===== config.mk =====
export PLATFORM = sky130hd
export DESIGN_NAME = tmr_vote_ctrl_flat
export DESIGN_NICKNAME = d
export VERILOG_FILES = /design/src/rtl/tmr_vote_ctrl_if.sv /design/src/rtl/tmr_vote_ctrl.sv /design/src/flat_wrapper.sv
export SDC_FILE = /design/constraint.sdc
export NUM_CORES = 1
export LEC_CHECK = 0
export ABC_AREA = 1
export CORE_ASPECT_RATIO = 0.6
export CORE_MARGIN = 2
export CORE_UTILIZATION = 48
export CTS_CLUSTER_DIAMETER = 50
export DETAILED_ROUTE_END_ITERATION = 7
export PLACE_DENSITY = 0.75
export SLEW_MARGIN = 10
export SYNTH_ARGS = -nofsm -noshare
export SYNTH_HDL_FRONTEND = slang
export SYNTH_SLANG_ARGS = --single-unit

===== constraint.sdc =====
create_clock -name clk -period 1.6 [get_ports clk]
set_input_delay 0.32 -clock clk [delete_from_list [all_inputs] [get_ports clk]]
set_output_delay 0.32 -clock clk [all_outputs]
set_load 0.01 [all_outputs]

===== src/rtl/tmr_vote_ctrl_if.sv =====
// Channel-side and output-side handshake bundle for tmr_vote_ctrl.
// The master drives the channel words and consumes the voted word. The slave is the voter.
interface tmr_vote_ctrl_if #(
  parameter int WIDTH = 8
);
  logic [3*WIDTH-1:0] ch_data;
  logic [2:0]         ch_valid;
  logic [2:0]         ch_ready;
  logic [WIDTH-1:0]   out_data;
  logic [2:0]         out_mismatch;
  logic               out_fatal;
  logic               out_valid;
  logic               out_ready;

  modport master (
    output ch_data, ch_valid, out_ready,
    input  ch_ready, out_data, out_mismatch, out_fatal, out_valid
  );

  modport slave (
    input  ch_data, ch_valid, out_ready,
    output ch_ready, out_data, out_mismatch, out_fatal, out_valid
  );
endinterface


===== src/rtl/tmr_vote_ctrl.sv =====
// Collects one word per TMR channel, votes them LSB-first through a single shared
// 1-bit majority gate, and presents the voted word with per-channel mismatch flags.
module majority_1 (
  input  logic a,
  input  logic b,
  input  logic c,
  output logic y
);
  assign y = (a & b) | (a & c) | (b & c);
endmodule

module tmr_vote_ctrl #(
  parameter int WIDTH     = 8,
  parameter int TIMEOUT   = 16,
  parameter int ERR_CNT_W = 8
) (
  input  logic                 clk,
  input  logic                 rst_n,
  tmr_vote_ctrl_if.slave       bus,
  output logic                 timeout_err,
  input  logic                 err_clr,
  output logic [ERR_CNT_W-1:0] err_cnt
);
  localparam int TW    = $clog2(TIMEOUT + 1);
  localparam int IDX_W = (WIDTH > 1) ? $clog2(WIDTH) : 1;

  localparam logic [1:0] S_COLLECT = 2'd0;
  localparam logic [1:0] S_VOTE    = 2'd1;
  localparam logic [1:0] S_LOAD    = 2'd2;
  localparam logic [1:0] S_OUTPUT  = 2'd3;

  logic [1:0]           state_reg;
  logic                 active_reg;
  logic [2:0]           cap_reg;
  logic [WIDTH-1:0]     word_reg [3];
  logic [TW-1:0]        timer_reg;
  logic [IDX_W-1:0]     idx_reg;
  logic [WIDTH-1:0]     result_reg;
  logic [2:0]           mm_reg;
  logic [WIDTH-1:0]     out_data_reg;
  logic [2:0]           out_mm_reg;
  logic                 out_fatal_reg;
  logic                 timeout_reg;
  logic [ERR_CNT_W-1:0] err_cnt_reg;

  logic [2:0] ch_ready_w;
  logic [2:0] take;
  logic [2:0] cap_next;
  logic [2:0] ch_bit;
  logic [2:0] ch_diff;
  logic       vote_bit;
  logic       handshake;

  // ch_ready stays low in the first cycle after reset so every output reads 0 while in reset.
  assign ch_ready_w = (state_reg == S_COLLECT && active_reg) ? ~cap_reg : 3'b000;
  assign take       = bus.ch_valid & ch_ready_w;
  assign cap_next   = cap_reg | take;
  assign handshake  = (state_reg == S_OUTPUT) && bus.out_ready;

  genvar gi;
  generate
    for (gi = 0; gi < 3; gi++) begin : g_ch
      assign ch_bit[gi]  = word_reg[gi][idx_reg];
      assign ch_diff[gi] = ch_bit[gi] ^ vote_bit;
    end
  endgenerate

  majority_1 u_vote (
    .a (ch_bit[0]),
    .b (ch_bit[1]),
    .c (ch_bit[2]),
    .y (vote_bit)
  );

  always_ff @(posedge clk) begin
    if (!rst_n) begin
      state_reg     <= S_COLLECT;
      active_reg    <= 1'b0;
      cap_reg       <= '0;
      timer_reg     <= '0;
      idx_reg       <= '0;
      result_reg    <= '0;
      mm_reg        <= '0;
      out_data_reg  <= '0;
      out_mm_reg    <= '0;
      out_fatal_reg <= 1'b0;
      timeout_reg   <= 1'b0;
      for (int c = 0; c < 3; c++) word_reg[c] <= '0;
    end else begin
      active_reg  <= 1'b1;
      timeout_reg <= 1'b0;
      case (state_reg)
        S_COLLECT: begin
          for (int c = 0; c < 3; c++)
            if (take[c]) word_reg[c] <= bus.ch_data[c*WIDTH +: WIDTH];
          // Completing the set wins over a timeout expiring on the same edge.
          if (cap_next == 3'b111) begin
            cap_reg   <= cap_next;
            timer_reg <= '0;
            idx_reg   <= '0;
            mm_reg    <= '0;
            state_reg <= S_VOTE;
          end else if (cap_reg != 3'b000) begin
            if (timer_reg == TW'(TIMEOUT - 1)) begin
              timeout_reg <= 1'b1;
              cap_reg     <= '0;
              timer_reg   <= '0;
            end else begin
              cap_reg   <= cap_next;
              timer_reg <= timer_reg + 1'b1;
            end
          end else begin
            cap_reg <= cap_next;
          end
        end
        S_VOTE: begin
          result_reg[idx_reg] <= vote_bit;
          mm_reg              <= mm_reg | ch_diff;
          if (idx_reg == IDX_W'(WIDTH - 1)) begin
            idx_reg   <= '0;
            state_reg <= S_LOAD;
          end else begin
            idx_reg <= idx_reg + 1'b1;
          end
        end
        S_LOAD: begin
          out_data_reg  <= result_reg;
          out_mm_reg    <= mm_reg;
          out_fatal_reg <= (mm_reg[0] & mm_reg[1]) | (mm_reg[0] & mm_reg[2]) | (mm_reg[1] & mm_reg[2]);
          state_reg     <= S_OUTPUT;
        end
        default: begin
          if (bus.out_ready) begin
            cap_reg       <= '0;
            timer_reg     <= '0;
            mm_reg        <= '0;
            out_data_reg  <= '0;
            out_mm_reg    <= '0;
            out_fatal_reg <= 1'b0;
            state_reg     <= S_COLLECT;
          end
        end
      endcase
    end
  end

  always_ff @(posedge clk) begin
    if (!rst_n) begin
      err_cnt_reg <= '0;
    end else if (err_clr) begin
      err_cnt_reg <= '0;
    end else if (handshake && out_mm_reg != 3'b000 && err_cnt_reg != {ERR_CNT_W{1'b1}}) begin
      err_cnt_reg <= err_cnt_reg + 1'b1;
    end
  end

  assign bus.ch_ready     = ch_ready_w;
  assign bus.out_data     = out_data_reg;
  assign bus.out_mismatch = out_mm_reg;
  assign bus.out_fatal    = out_fatal_reg;
  assign bus.out_valid    = (state_reg == S_OUTPUT);
  assign timeout_err      = timeout_reg;
  assign err_cnt          = err_cnt_reg;
endmodule


===== src/flat_wrapper.sv =====
// flat-port wrapper written by rule: the top's interface ports become plain ports
module tmr_vote_ctrl_flat 
#(
  parameter int WIDTH     = 8,
  parameter int TIMEOUT   = 16,
  parameter int ERR_CNT_W = 8
)
  (clk, rst_n, timeout_err, err_clr, err_cnt, bus_ch_data, bus_ch_valid, bus_out_ready, bus_ch_ready, bus_out_data, bus_out_mismatch, bus_out_fatal, bus_out_valid);
  tmr_vote_ctrl_if #(.WIDTH(WIDTH)) bus_i ();
  input  logic clk;
  input  logic rst_n;
  output logic timeout_err;
  input  logic err_clr;
  output logic [ERR_CNT_W-1:0] err_cnt;
  input wire logic [$bits(bus_i.ch_data)-1:0] bus_ch_data;
  input wire logic [$bits(bus_i.ch_valid)-1:0] bus_ch_valid;
  input wire logic [$bits(bus_i.out_ready)-1:0] bus_out_ready;
  output wire logic [$bits(bus_i.ch_ready)-1:0] bus_ch_ready;
  output wire logic [$bits(bus_i.out_data)-1:0] bus_out_data;
  output wire logic [$bits(bus_i.out_mismatch)-1:0] bus_out_mismatch;
  output wire logic [$bits(bus_i.out_fatal)-1:0] bus_out_fatal;
  output wire logic [$bits(bus_i.out_valid)-1:0] bus_out_valid;
  assign bus_i.ch_data = bus_ch_data;
  assign bus_i.ch_valid = bus_ch_valid;
  assign bus_i.out_ready = bus_out_ready;
  assign bus_ch_ready = bus_i.ch_ready;
  assign bus_out_data = bus_i.out_data;
  assign bus_out_mismatch = bus_i.out_mismatch;
  assign bus_out_fatal = bus_i.out_fatal;
  assign bus_out_valid = bus_i.out_valid;
  tmr_vote_ctrl #(.WIDTH(WIDTH), .TIMEOUT(TIMEOUT), .ERR_CNT_W(ERR_CNT_W)) u_core (.clk(clk), .rst_n(rst_n), .bus(bus_i), .timeout_err(timeout_err), .err_clr(err_clr), .err_cnt(err_cnt));
endmodule

==> reports/results.tsv <==
stage	metric	value	unit
critical_path	CP endpoint kind	flip-flop	
sta	Slew headroom	66.82	%
synthesis	Synth Area in Simple Gates	26.48	%
cts	Root Buffer	clkbuf_16	
sta	Final setup viols	22	
floorplan	Top Ports	56	
routing	routed vias/inst	5.182	
synthesis	syn_nets	519	
synthesis	#FFs+latches synth	70	
placement	Final Wtd Congestion	0.8869	
sta	min Tclk post-route	1645	ps
power	Sw Ratio	37.36	%
global_route	GRT overflow	0	
cts	Num CTS Buffers	9	
outcome	outcome	finished with violations	
critical_path	crit path kind	flip-flop to flip-flop	
power	combinational share of power	43.2	%
sta	Final Cycle Share	102.8	%
synthesis	Syn Std Cell Area	3458	sq um
cts	Skew-Pair Late Insertion Delay	340	ps
power	PwrDens	1463	nW/um^2
synthesis	adder-cell share of the synthesized area	2.894	%
placement	Post-Place Worst Slack	-253.6	ps
floorplan	core area	6820	sq um
placement	hpwl dp	5968	microns
synthesis	syn_area_per_cell	7.205	sq um
critical_path	Critical Path Most Common Cell	inv_2	
power	Leak	2.395	nW
global_route	first-pass GRT wire length	14150	microns
cts	CTS tree	yes	
placement	PortBufs	55	
final_layout	layout cell share with drive strength beyond 1	26.02	%
sta	Worst Setup Slack, final	-45.30	ps
synthesis	synth unique cells	27	
outcome	failing checks	negative setup slack	
floorplan	# rows	23	
floorplan	Starting Density	50.71	%
synthesis	multiplexer share of the synthesized area	0	%
synthesis	main combinational cell family by area after synthesis	simple AND/OR/NAND/NOR gates	
synthesis	register area share after synthesis	47.47	%
power	Clk pwr share	26.9	%
sta	RSZ-0062 raised after global routing	true	
routing	post-route DRC violation count	0	
routing	wire length per cell	14.40	microns
power	Internal Power	0.004733	W
final_layout	area grow syn2layout	49.35	%
global_route	largest net degree at the start of global routing	25	
routing	Antenna Nets Post-Route	0	
final_layout	n_diodes	0	
floorplan	die area	7922	sq um
cts	htree depth	3	
floorplan	Die Wd	113.6	microns
sta	Worst-Margin Slew	493.9	ps
critical_path	worst path cell trace	inv_2 > ha_4 > nand2_8 > o21bai_4 > nand3_4 > nand2_4 > inv_4 > nor2_4 > inv_2 > a21oi_2 > nor2_1	
sta	Peak Freq	607.8	MHz
sta	Slew Viols, Final	0	
critical_path	Critical-path top delay cell	dfxtp_2	
global_route	vias in the first global route	3080	
power	Psw	0.002823	W
cts	Longest Clk Path Bufs	2	
final_layout	flip-flop count of the largest register after layout	24	
final_layout	Util after Layout	75.73	%
power	sequential share of power	30.0	%
hold_path	hold path startpoint	u_core.timer_reg[4]	
routing	vias after detailed routing	3498	
critical_path	critical path startpoint	u_core.state_reg[1]	
global_route	Total GRT Usage	22.83	%
routing	final wirelength	9717	microns
synthesis	cell count after synthesis	480	
critical_path	crit-path max cell delay	320	ps
routing	initial drt markers	209	
sta	Worst Clk Skew	10.97	ps
final_layout	most frequent cells in the layout	107 x nand2_1, 93 x inv_1, 40 x clkdlybuf4s50_1	
critical_path	Crit path required time	1830	ps
synthesis	synth warn	0	
run	max-cap violations	0	
synthesis	post-synthesis xor/xnor area fraction	0.5065	%
critical_path	CP startpoint kind	flip-flop	
global_route	initial antenna violation count	0	
hold_path	worst min path class	flip-flop to flip-flop	
critical_path	Worst Path Max Fanout	7	
final_layout	nets	622	
floorplan	height of the die	69.75	microns
cts	TritonCTS Sinks	70	
routing	drt first pass iters	5	
critical_path	crit path DAT	1870	ps
power	Max IR drop VDD	0.8829	mV
cts	CTS clock-pin slew for the worst setup and hold paths	60	ps
sta	Hold Fails Final Rpt	0	
final_layout	commonest non-fill, non-tap cell in the layout	nand2_1	
critical_path	RR Startpoint	u_core.state_reg[1]	
synthesis	Compound-Gate Fraction of Synth Area	9.949	%
[Yosys cell counts (all sizes together)]
| library cell | count | area [sq um] |
|---|---|---|
| a31oi | 1 | 6.260 |
| nor4 | 1 | 6.260 |
| nand4 | 3 | 18.77 |
| nand2 | 121 | 461.7 |
| nand3b | 2 | 15.01 |
| ha | 8 | 100.1 |
| buf | 3 | 21.27 |
| xnor2 | 2 | 17.52 |
| nor3 | 4 | 20.02 |
| nor2 | 54 | 210.2 |
| nand3 | 33 | 170.2 |
| inv | 102 | 382.9 |
| dfxtp | 46 | 920.9 |
| nor3b | 1 | 7.510 |
| a21oi | 40 | 200.2 |
| o21ai | 20 | 100.1 |
| or2 | 1 | 6.260 |
| o21bai | 5 | 37.54 |
| clkbuf | 8 | 31.28 |
| clkinv | 1 | 3.750 |
| edfxtp | 24 | 720.7 |
[layout make-up]
| type | instances | area, sq um |
|---|---|---|
| Timing Repair Buffer | 103 | 997.2 |
| Fill cell | 513 | 1655 |
| Inverter | 103 | 397.9 |
| Multi-Input combinational cell | 296 | 1702 |
| Clock buffer | 14 | 296.5 |
| Tap cell | 87 | 108.9 |
| Sequential cell | 70 | 1653 |
| Clock inverter | 2 | 10.01 |
[critical path: cells and delay by family, from the launching register on]
kind	cells	cell delay, ps
and+or+nand+nor	5	550
buffers and inverters	3	180
DFF	1	320
adders and majority gates	1	180
AOI/OAI and AO/OA	2	300
[worst paths after layout]
path,slack [ps],depth (start not counted),to
max,-50,11,u_core.idx_reg[0]
min,450,2,u_core.timer_reg[4]
max reg2reg,-50,11,u_core.idx_reg[0]
min reg2reg,450,2,u_core.timer_reg[4]
[stage by stage]
stage | cell area [sq um] | total power [W] | hold slack [ps] | setup TNS, ps | instances
after global routing | 5165 | 0.007934 | 478.0 | -3572 | 675
after detailed placement | 4394 | 0.004561 | 443.6 | -5668 | 648
final | 5165 | 0.007556 | 449.7 | -408.1 | 675
after global placement | 4394 | 0.004472 | 440.8 | -4148 | 648
after floorplan | 3475 | 0.003710 | 347.7 | 0 | 480
after CTS | 4763 | 0.006702 | 447.7 | -7.459 | 668
[layer usage]
metal  track usage (%)  vias up  part of all wire [%]
met5                 0        -                     0
met4             6.640        0                   1.3
met3             9.003       15                   8.4
met2             35.06      138                    47
met1             29.88     1641                    43
li1                  -     1704                     -
[cells by family after synthesis]
group                      count (synthesis)
buffers and inverters                    114
AOI/OAI and AO/OA                         66
adders and majority gates                  8
xor gates and xnor gates                   2
and+or+nand+nor                          220
DFF                                       70
[power by group through the flow]
stage	Sequential [W]	Clock, W	Combinational [W]
after global routing	0.00229	0.00210	0.00354
after floorplan	0.00223	0	0.00148
after global placement	0.00226	0	0.00222
after detailed placement	0.00226	0	0.00230
after CTS	0.00224	0.00203	0.00243
final	0.00227	0.00203	0.00326
[timing repair]
action	4_1_cts	5_1_grt
hold buffers	0	0
pin swaps	2	13
resized for setup	40	100
setup endpoints to repair	43	80
cloned	1	3
buffers inserted	3	4
No activity file was read; power rests on OpenSTA's default activity.
==> RTL change: new RTL, config.mk and constraints unchanged <==
`WIDTH` is set to 8 in 3 places; all go to 16.
--- a/src/rtl/tmr_vote_ctrl_if.sv
+++ b/src/rtl/tmr_vote_ctrl_if.sv
@@ -1,7 +1,7 @@
 // Channel-side and output-side handshake bundle for tmr_vote_ctrl.
 // The master drives the channel words and consumes the voted word. The slave is the voter.
 interface tmr_vote_ctrl_if #(
-  parameter int WIDTH = 8
+  parameter int WIDTH = 16
 );
   logic [3*WIDTH-1:0] ch_data;
   logic [2:0]         ch_valid;
--- a/src/rtl/tmr_vote_ctrl.sv
+++ b/src/rtl/tmr_vote_ctrl.sv
@@ -10,7 +10,7 @@
 endmodule
 
 module tmr_vote_ctrl #(
-  parameter int WIDTH     = 8,
+  parameter int WIDTH     = 16,
   parameter int TIMEOUT   = 16,
   parameter int ERR_CNT_W = 8
 ) (
--- a/src/flat_wrapper.sv
+++ b/src/flat_wrapper.sv
@@ -1,7 +1,7 @@
 // flat-port wrapper written by rule: the top's interface ports become plain ports
 module tmr_vote_ctrl_flat 
 #(
-  parameter int WIDTH     = 8,
+  parameter int WIDTH     = 16,
   parameter int TIMEOUT   = 16,
   parameter int ERR_CNT_W = 8
 )
Ports: changed (resized bus_ch_data and bus_out_data); port bits go from 56 to 88. The function was not compared with the original's and may differ.
==> RTL change against the original RTL <==
Final area grew 61%. Routed wire length rose by 74%. Sequential share of layout area grew 0.73 points. Sequential cell count rose by 41. Total power up 45%. Hold slack got worse by 0.0012 ns. The run still ends with negative setup slack left. Worst setup slack got worse by 0.17 ns. Area after synthesis increased by 61%.
==> RTL change: results (changes against the original RTL) <==
cells taking the most area after synthesis=edfxtp_1 26%, dfxtp_1 23%, nand2_1 13% (was dfxtp_1 27%, edfxtp_1 21%, nand2_1 13%); Min Hold Slack=0.448 ns (was 0.450 ns); Worst path top cell family by delay=simple AND/OR/NAND/NOR gates (unchanged); clock tree buffer depth=2 (unchanged); mux share of post-synthesis cell area=0 (unchanged); Clock Skew=0.00769 ns (was 0.0110 ns); P_sw=4.02 mW (was 2.82 mW); largest net degree at the start of global routing=49 (was 25); leakage=3.87 nW (was 2.39 nW); Setup Fix Bufs, Post-CTS=11 (was 3); worst skew pair latency=0.36 ns (was 0.34 ns); Pwr Density=1320 mW/mm² (was 1460 mW/mm²); register area share after synthesis=0.485 (was 0.475); fillers=759 (was 513); Layout Cells excl Fill=1,065 (was 675); Synth Area in XOR/XNOR=0.00314 (was 0.00507); H-tree Lvls=3 (unchanged); DRC=0 (unchanged); failing checks=negative setup slack (unchanged); vias in the first global route=4,855 (was 3,080); synth unique cells=34 (was 27); VDD IR max=0.000829 V (was 0.000883 V); root buffer cell=clkbuf_16 (unchanged); outcome=finished, violations left (unchanged); PortBufs=87 (was 55); setup_tns=-12.74 ns (was -0.408 ns); met2 global-route usage=0.368 (was 0.351); DRT iter0 DRCs=436 (was 209); top cells by count, synth=189 x nand2_1, 173 x inv_1, 74 x nor2_1, 63 x dfxtp_1, 55 x a21oi_1 (was 118 x nand2_1, 99 x inv_1, 53 x nor2_1, 46 x dfxtp_1, 40 x a21oi_1); Routed WL per cell=15.9 µm (was 14.4 µm); Vias/cell=5.07 (was 5.18); Post-Syn Nets=814 (was 519); Setup-failing EPs final=114 (was 22); Ys Warns=0 (unchanged); Worst slew margin=0.702 (was 0.668); achievable frequency=552 MHz (was 608 MHz); RePlAce Congestion=0.794 (was 0.887); Synth Instances=748 (was 480); initial antenna violation count=0 (unchanged); GRT Total Usage=0.232 (was 0.228); share of cells above drive strength 1=0.286 (was 0.260); grt met3 use=0.0555 (was 0.0900); first-pass GRT wire length=22.7 mm (was 14.1 mm); diodes inserted=0 (unchanged); HPWL after DPL=9.24 mm (was 5.97 mm); Post-synth EDFFs=48 (was 24); met1 usage=0.315 (was 0.299); Resized Gates After CTS=69 (was 40); max reg flops=48 (was 24); Setup WS post-layout=-0.211 ns (was -0.0453 ns); CP max FO=6 (was 7); Placed Cells=1,015 (was 648); Yosys top cell area share=0.259 (was 0.266); # nets final=966 (was 622); Worst EP arrival=2.07 ns (was 1.87 ns); post-synthesis compound-gate area fraction=0.0876 (was 0.0995); post-synthesis adder-cell area fraction=0.0247 (was 0.0289)
==> RTL change: power groups by stage <==
| stage | Clock (mW) | Combinational [mW] | Sequential [mW] |
|---|---|---|---|
| finish | 2.53 | 4.76 | 3.65 |
| global route | 2.66 | 5.07 | 3.67 |
| CTS | 2.55 | 3.54 | 3.63 |
| detailed placement | 0 | 2.96 | 3.68 |
| global placement | 0 | 2.86 | 3.66 |
| floorplan | 0 | 2.02 | 3.63 |
==> RTL change: stage by stage <==
stage	total power, mW	cell area (µm²)	utilization	setup WS (ns)
6_report	10.9	8300	0.734	-0.211
5_1_grt	11.4	8300	0.734	-0.265
4_1_cts	9.72	7570	0.670	-0.110
3_5_place_dp	6.64	6930	0.614	-0.238
3_3_place_gp	6.52	6930	0.614	-0.114
2_1_floorplan	5.65	5620	-	-0.0519
==> RTL change: per-layer routing <==
layer | share of wire | routed length (µm) | vias up
met2 | 0.45 | 7590 | 272
met4 | 0.020 | 332 | 0
li1 | - | - | 2585
met1 | 0.44 | 7360 | 2501
met3 | 0.095 | 1610 | 40
met5 | 0 | 0 | -
==> RTL change: layout make-up <==
type | count | area share
flip-flops and latches | 111 | 0.327
multi-input cells | 437 | 0.311
repair buffers | 159 | 0.205
inverters | 179 | 0.0853
clock buffers | 13 | 0.0365
well taps | 160 | 0.0241
clock inverters | 3 | 0.00528
repair inverters | 3 | 0.00498
==> RTL change: worst paths after layout <==
kind	start	end	cells after the start
setup / recovery	u_core.state_reg[0]	u_core.timer_reg[3]	15
hold / removal	u_core.err_cnt[4]	u_core.err_cnt[4]	2
hold reg to reg	u_core.err_cnt[4]	u_core.err_cnt[4]	2
setup reg to reg	u_core.state_reg[0]	u_core.timer_reg[3]	15
